$ cat config.mk
export PLATFORM = sky130hd
export DESIGN_NAME = fetch_unit
export DESIGN_NICKNAME = d
export VERILOG_FILES = /design/src/rtl/fetch_unit.sv
export SDC_FILE = /design/constraint.sdc
export NUM_CORES = 1
export LEC_CHECK = 0
export BUFFER_PORTS_ARGS = -buffer_cell sky130_fd_sc_hd__buf_2
export CAP_MARGIN = 20
export CORE_ASPECT_RATIO = 1.5
export CORE_UTILIZATION = 40
export CTS_BUF_LIST = sky130_fd_sc_hd__clkbuf_16
export DETAILED_ROUTE_END_ITERATION = 8
export PLACE_DENSITY_LB_ADDON = 0.15
export REMOVE_ABC_BUFFERS = 1
export SLEW_MARGIN = 20
export SYNTH_ARGS = -nofsm -noshare
export SYNTH_HDL_FRONTEND = slang
export SYNTH_SLANG_ARGS = --single-unit
$ cat constraint.sdc
create_clock -name clk -period 11.9 [get_ports clk]
set_input_delay 1.785 -clock clk [delete_from_list [all_inputs] [get_ports clk]]
set_output_delay 1.785 -clock clk [all_outputs]
set_load 0.01 [all_outputs]
$ cat src/rtl/fetch_unit.sv
// fetch_unit: RV32 instruction fetch sequencer with prefetch FIFO, redirect flush and halt
module fetch_unit #(
  parameter logic [31:0] RESET_PC = 32'h0000_0000,
  parameter int DEPTH = 2
) (
  input  logic        clk,
  input  logic        reset,
  output logic [31:0] imem_addr,
  input  logic [31:0] imem_data,
  input  logic        redirect,
  input  logic [31:0] redirect_pc,
  input  logic        halt,
  output logic        instr_valid,
  input  logic        instr_ready,
  output logic [31:0] instr,
  output logic [31:0] instr_pc,
  output logic        halted
);
  localparam int AW = $clog2(DEPTH);
  localparam int CW = AW + 1;
  localparam logic [CW-1:0] FULL = CW'(DEPTH);
  typedef enum logic [1:0] {BOOT, RUN, HALTED} state_t;
  state_t state, state_n;
  logic [31:0] fetch_pc;
  logic [AW-1:0] rd_ptr, wr_ptr;
  logic [CW-1:0] count;
  logic [31:0] buf_pc [DEPTH];
  logic [31:0] buf_instr [DEPTH];
  logic pop, push, flush, unused;
  assign pop = instr_valid && instr_ready;
  assign flush = redirect && state != BOOT;
  assign push = state == RUN && !redirect && !halt && (count != FULL || pop);
  assign imem_addr = fetch_pc;
  assign instr_valid = count != '0;
  assign instr = buf_instr[rd_ptr];
  assign instr_pc = buf_pc[rd_ptr];
  assign halted = state == HALTED && count == '0;
  assign unused = ^redirect_pc[1:0];
  // BOOT always enters RUN; otherwise halt without redirect parks in HALTED
  always_comb state_n = (state != BOOT && !redirect && halt) ? HALTED : RUN;
  // state, PC, pointers and occupancy; redirect flushes after any same-cycle pop
  always_ff @(posedge clk) begin
    if (reset) begin
      state <= BOOT;
      fetch_pc <= RESET_PC;
      rd_ptr <= '0;
      wr_ptr <= '0;
      count <= '0;
    end else begin
      state <= state_n;
      if (flush) begin
        fetch_pc <= {redirect_pc[31:2], 2'b00};
        rd_ptr <= '0;
        wr_ptr <= '0;
        count <= '0;
      end else begin
        fetch_pc <= push ? fetch_pc + 32'd4 : fetch_pc;
        wr_ptr <= push ? wr_ptr + 1'b1 : wr_ptr;
        rd_ptr <= pop ? rd_ptr + 1'b1 : rd_ptr;
        count <= count + CW'(push) - CW'(pop);
      end
    end
  end
  // FIFO storage; contents are qualified by count so need no reset
  always_ff @(posedge clk) begin
    if (push) begin
      buf_pc[wr_ptr] <= fetch_pc;
      buf_instr[wr_ptr] <= imem_data;
    end
  end
endmodule

# == Word level (Yosys, flattened, before mapping) ==
# Memory sizes are Yosys's and may differ from the RTL's. A register that Yosys moved wholly into a read port is not among the register bits.
# Cells that the tools add are included.
# Widths: inputs -> output; s select.
# totals
reg_bits,38
latchBits,0
mem_count,2
ramBits,128
elab_cells,41
romBits,0
output_inout_bits,98
# memory_table
memory,words,word_bits,rd,rd_ports_with_merged_regs,wr,line_no,rtl
buf_instr,2,32,1,1,1,28,logic [31:0] buf_instr [DEPTH];
buf_pc,2,32,1,1,1,27,logic [31:0] buf_pc [DEPTH];
# op_classes
multipliers,0
reduce_logical,16
muxes,9
magnitude_cmp,0
n_addsub,5
bitwise,0
eq_ne,3
shifts,0
div,0
# op_table
cell,n
$mux 32,2
$add 32x3->32 const B,1
$logic_and 1x1->1,8
$mux 1,6
$reduce_bool 2->1,3
$add 1x1->1 const B,2
$add 2x1->2,1
$eq 2x1->1 const B,1
$eq 2x2->1 const B,1
$logic_not 1->1,2
$logic_not 2->1,1
$mux 2,1
$ne 2x2->1 const B,1
$reduce_or 2->1,1
$sub 2x1->2,1
$logic_or 1x1->1,1

# == Depth between registers and ports, before layout ==
# depth
word_depth,6
mapped_depth,10
mapped_depth_nobuf,9

# == Worst setup path before layout ==
# Ideal clock, no wire load.
# synth_timing
path_kind,input to register
start,input port redirect
end,"memory buf_instr[0][0], enable pin"
arrival_time_ps,5365
path_stages,5
setup_slack_ps,6053
n_path_buf,1
path_cell_list,or4b_1 -> buf_2 -> nor2_2 -> inv_2 -> nor2_1
# synth_via
elab_chain_len,6
# synth_rtl
element,line_no,rtl
start: declaration,10,"input logic redirect,"
$logic_not 1->1,32,assign push = state == RUN && !redirect && !halt && (count != FULL || pop);
$logic_and 1x1->1 (3 in series),32,
$mux 1,66,if (push) begin
$mux 1 (not written as such),68,buf_instr[wr_ptr] <= imem_data;
end: declaration,28,
# Every way passes these cells.

# == Final worst setup path ==
# layout_timing
start,input port redirect
end,"memory buf_pc[0][20], enable pin"
# layout_via
elab_chain_len,6
# layout_rtl
element,line_no,rtl
$logic_not 1->1,32,
$logic_and 1x1->1 (3 in series),32,
$mux 1,66,
$mux 1 (not written as such),67,buf_pc[wr_ptr] <= fetch_pc;
end: declaration,27,
# Every way passes these cells.

==> results.cfg <==
[outcome]
status = finished clean

[cts]
cts_sinks = 161
cts_tree = done
clk_pin_slew_ns = 0.06
cts_setup_buffers = 0
h-tree-depth = 4
cts_buffer_depth = 2
ctsHoldBuffers = 0
root_buffer = clkbuf_16
clock_latency_ns = 0.41
cts_resized = 0
cts_buffers = 17

[route]
route.met2.wl_um = 6860
drt-initial-drc-count = 177
viasPerCell = 4.96
dr_wl_met3_um = 624
first_pass_iters = 4
drc = 0
wl_per_cell_um = 16.4
ant_nets = 0
num_vias = 4016
drt-total-wl_um = 13300
routed.top_layer = met4
wl_met1_um = 5620

[finish]
fin_util = 0.509
num-nets-final = 665
multi_input_area_sq_um = 1900
syn_to_final_growth_pct = 23.9
final.fill_count = 1425
seq_area_sq_um = 4470
instances_no_fill = 809
layout-drive-gt1-share = 0.441
antenna_cells = 0

[worst_setup_path]
regToRegStartpoint = state[1]$_SDFF_PP0_
rr_worst_depth = 5
worstPathCellList = buf_2 -> or4b_1 -> nor2_2 -> inv_2 -> nor2_4 -> buf_4
regToRegSetupSlack_ns = 8.85
required_ns = 11.94
crit_path_end_kind = register
critPathMaxFanout = 44
reg2reg_to = buf_pc[0][20]$_DFFE_PP_
arrival_ns = 4.22
path_class = primary input to register
crit_slowest_cell = or4b_1
cp_slowest_stage_delay_ns = 0.68
cp-start-kind = primary input

[yosys]
ys_warn_count = 0
synth-async-reset-ratio = 0
ys_seq_area_frac = 0.692
netlist_area_sq_um = 6450
synth_edf_count = 124
synth_top_family_by_area = multiplexers
synth_seq_cells = 161
synthCells = 431
synth_area_per_cell_sq_um = 15.0
synthSimpleGateAreaFrac = 0.0925
synth_compound_area_frac = 0.0411
synth_fa_ha_area_frac = 0.00582
synth-xor-area-share = 0.0380
synth_cell_type_count = 45
synth_mux_area_frac = 0.112
ys.flop_type = edfxtp_1

[power]
clockPowerShare = 0.396
peakVddDrop_uv = 95.8
p_seq_frac = 0.522
p_sw_frac = 0.236
p_per_area_nw_per_um2 = 154
p_leak_uw = 0.00295
p_sw_uw = 289
power.share.combinational = 0.082
power.internal_uw = 940

[timing]
worst_slack_ns = 7.72
skew_ns = 0.0131
rsz0062_at_grt = no
timing.fmax_ghz = 0.239
timing.final.crit_share = 0.351
slew_violations = 0
tns_ns = 0
setup_viol = 0
min_period_ns = 4.18
hold_viol = 0
tightest_slew_ns = 0.909
maxSlewHeadroom = 0.389

[grt]
first_global_vias = 3931
grt_start_max_net_pins = 63
grt_usage = 0.163
grt_overflow = 0
antenna_found_initial = 0
grt_pass1_wl_um = 20500

[die]
rows = 56
start_util = 0.411
io_pins = 167
die_w_um = 106
die_area_sq_um = 16600
core-area_sq_um = 15700
die_y_um = 158

[worst_hold_path]
holdPathEnd = buf_pc[1][25]$_DFFE_PP_
hold_path_class = register to register
worstHoldPathCells = 0
hp-start = imem_addr[25]$_SDFFE_PP0P_

[placement]
gp_congestion = 0.755
pre_cts_slack_ns = 7.25
hpwl_um = 8680
port_buffers = 160
dp_cells = 777

[run]
cap_violations = 0
-- kinds of logic after synthesis --
group / after synthesis
mux: 64
other cells: 1
compound gates: 37
fa+ha+maj: 3
flops: 161
xor+xnor: 28
simple gates: 111
buf+inv: 26
-- state kept, by name, summed over array words and instances (netlist names), named ones only --
signal	count
count	2
wr_ptr	1
rd_ptr	1
buf_instr	64
buf_pc	60
imem_addr	30
state	2
-- power groups by stage --
stage | logic, uW | clock network [uW] | registers (uW)
floorplan | 51.5 | 0 | 656
global placement | 100 | 0 | 653
detailed placement | 102 | 0 | 654
CTS | 102 | 502 | 642
global route | 110 | 526 | 644
finish | 100 | 487 | 642
-- cells in the final DEF, fill, tap and decap left out, drive strengths merged, types with 2 or more instances in the layout --
cell type  count
a211oi        22
a21oi          3
a31oi          2
and2           4
and3           4
and4           2
buf          163
clkbuf        17
clkinv         5
clkinvlp       5
conb           4
dfxtp         37
edfxtp       124
ha             3
inv            8
mux2          63
nand2         17
nand2b         3
nand3         12
nand4         15
nor2          36
nor2b          2
nor3           4
nor3b          3
nor4           3
o211ai         2
o21ai          5
xnor2          7
xor2          21
-- area by class of cell --
| cell class | count | share of cell area |
|---|---|---|
| Sequential cell | 161 | 0.559 |
| Multi-Input combinational cell | 247 | 0.238 |
| Timing Repair Buffer | 163 | 0.103 |
| Clock buffer | 17 | 0.0532 |
| Tap cell | 203 | 0.0318 |
| Clock inverter | 15 | 0.0138 |
| Inverter | 3 | 0.00141 |
-- worst max-delay path by stage --
stage	startpoint	to	slack, ns	depth (start not counted)
2_1_floorplan	redirect	buf_instr[0][0]$_DFFE_PP_	6.02	4
3_3_place_gp	redirect	buf_pc[0][26]$_DFFE_PP_	7.28	6
3_5_place_dp	redirect	buf_pc[0][17]$_DFFE_PP_	7.25	6
4_1_cts	redirect	buf_pc[0][20]$_DFFE_PP_	7.68	6
5_1_grt	redirect	buf_pc[0][20]$_DFFE_PP_	7.56	6
6_report	redirect	buf_pc[0][20]$_DFFE_PP_	7.72	6
-- Yosys cell counts (2+ instances only) --
| library cell | count | share of area |
|---|---|---|
| edfxtp_1 | 124 | 0.58 |
| mux2_2 | 63 | 0.11 |
| dfxtp_1 | 37 | 0.11 |
| nor2_1 | 35 | 0.020 |
| xor2_1 | 21 | 0.029 |
| a211oi_1 | 20 | 0.023 |
| nand2_1 | 17 | 0.0099 |
| nand4_1 | 15 | 0.015 |
| clkbuf_1 | 14 | 0.0081 |
| nand3_1 | 12 | 0.0093 |
| xnor2_1 | 7 | 0.0095 |
| buf_4 | 5 | 0.0058 |
| o21ai_1 | 5 | 0.0039 |
| and2_1 | 4 | 0.0039 |
| and3_1 | 4 | 0.0039 |
| nor3_1 | 4 | 0.0031 |
| a21oi_1 | 3 | 0.0023 |
| buf_1 | 3 | 0.0017 |
| ha_1 | 3 | 0.0058 |
| nand2b_1 | 3 | 0.0029 |
| a211oi_2 | 2 | 0.0039 |
| a31oi_1 | 2 | 0.0019 |
| and4_1 | 2 | 0.0027 |
| nor2b_1 | 2 | 0.0019 |
| nor3b_1 | 2 | 0.0023 |
| nor4_4 | 2 | 0.0066 |
| o211ai_1 | 2 | 0.0023 |
-- per-layer routing --
metal	up-vias	global-route usage
met4	0	0.0608
met3	12	0.0402
li1	1947	-
met2	115	0.282
met1	1942	0.196
met5	-	0
-- metrics by stage --
stage | cell area (sq um) | power, uW | hold slack [ns]
floorplan | 6350 | 707 | 0.481
global placement | 7450 | 753 | 0.479
detailed placement | 7450 | 756 | 0.488
CTS | 7990 | 1250 | 0.505
global route | 7990 | 1280 | 0.515
finish | 7990 | 1230 | 0.505
-- critical path: cells and delay by family --
kind          cells  cell delay (ns)
buf+inv           3             0.87
simple gates      3             1.54
Power figures use the tool's default switching activity.
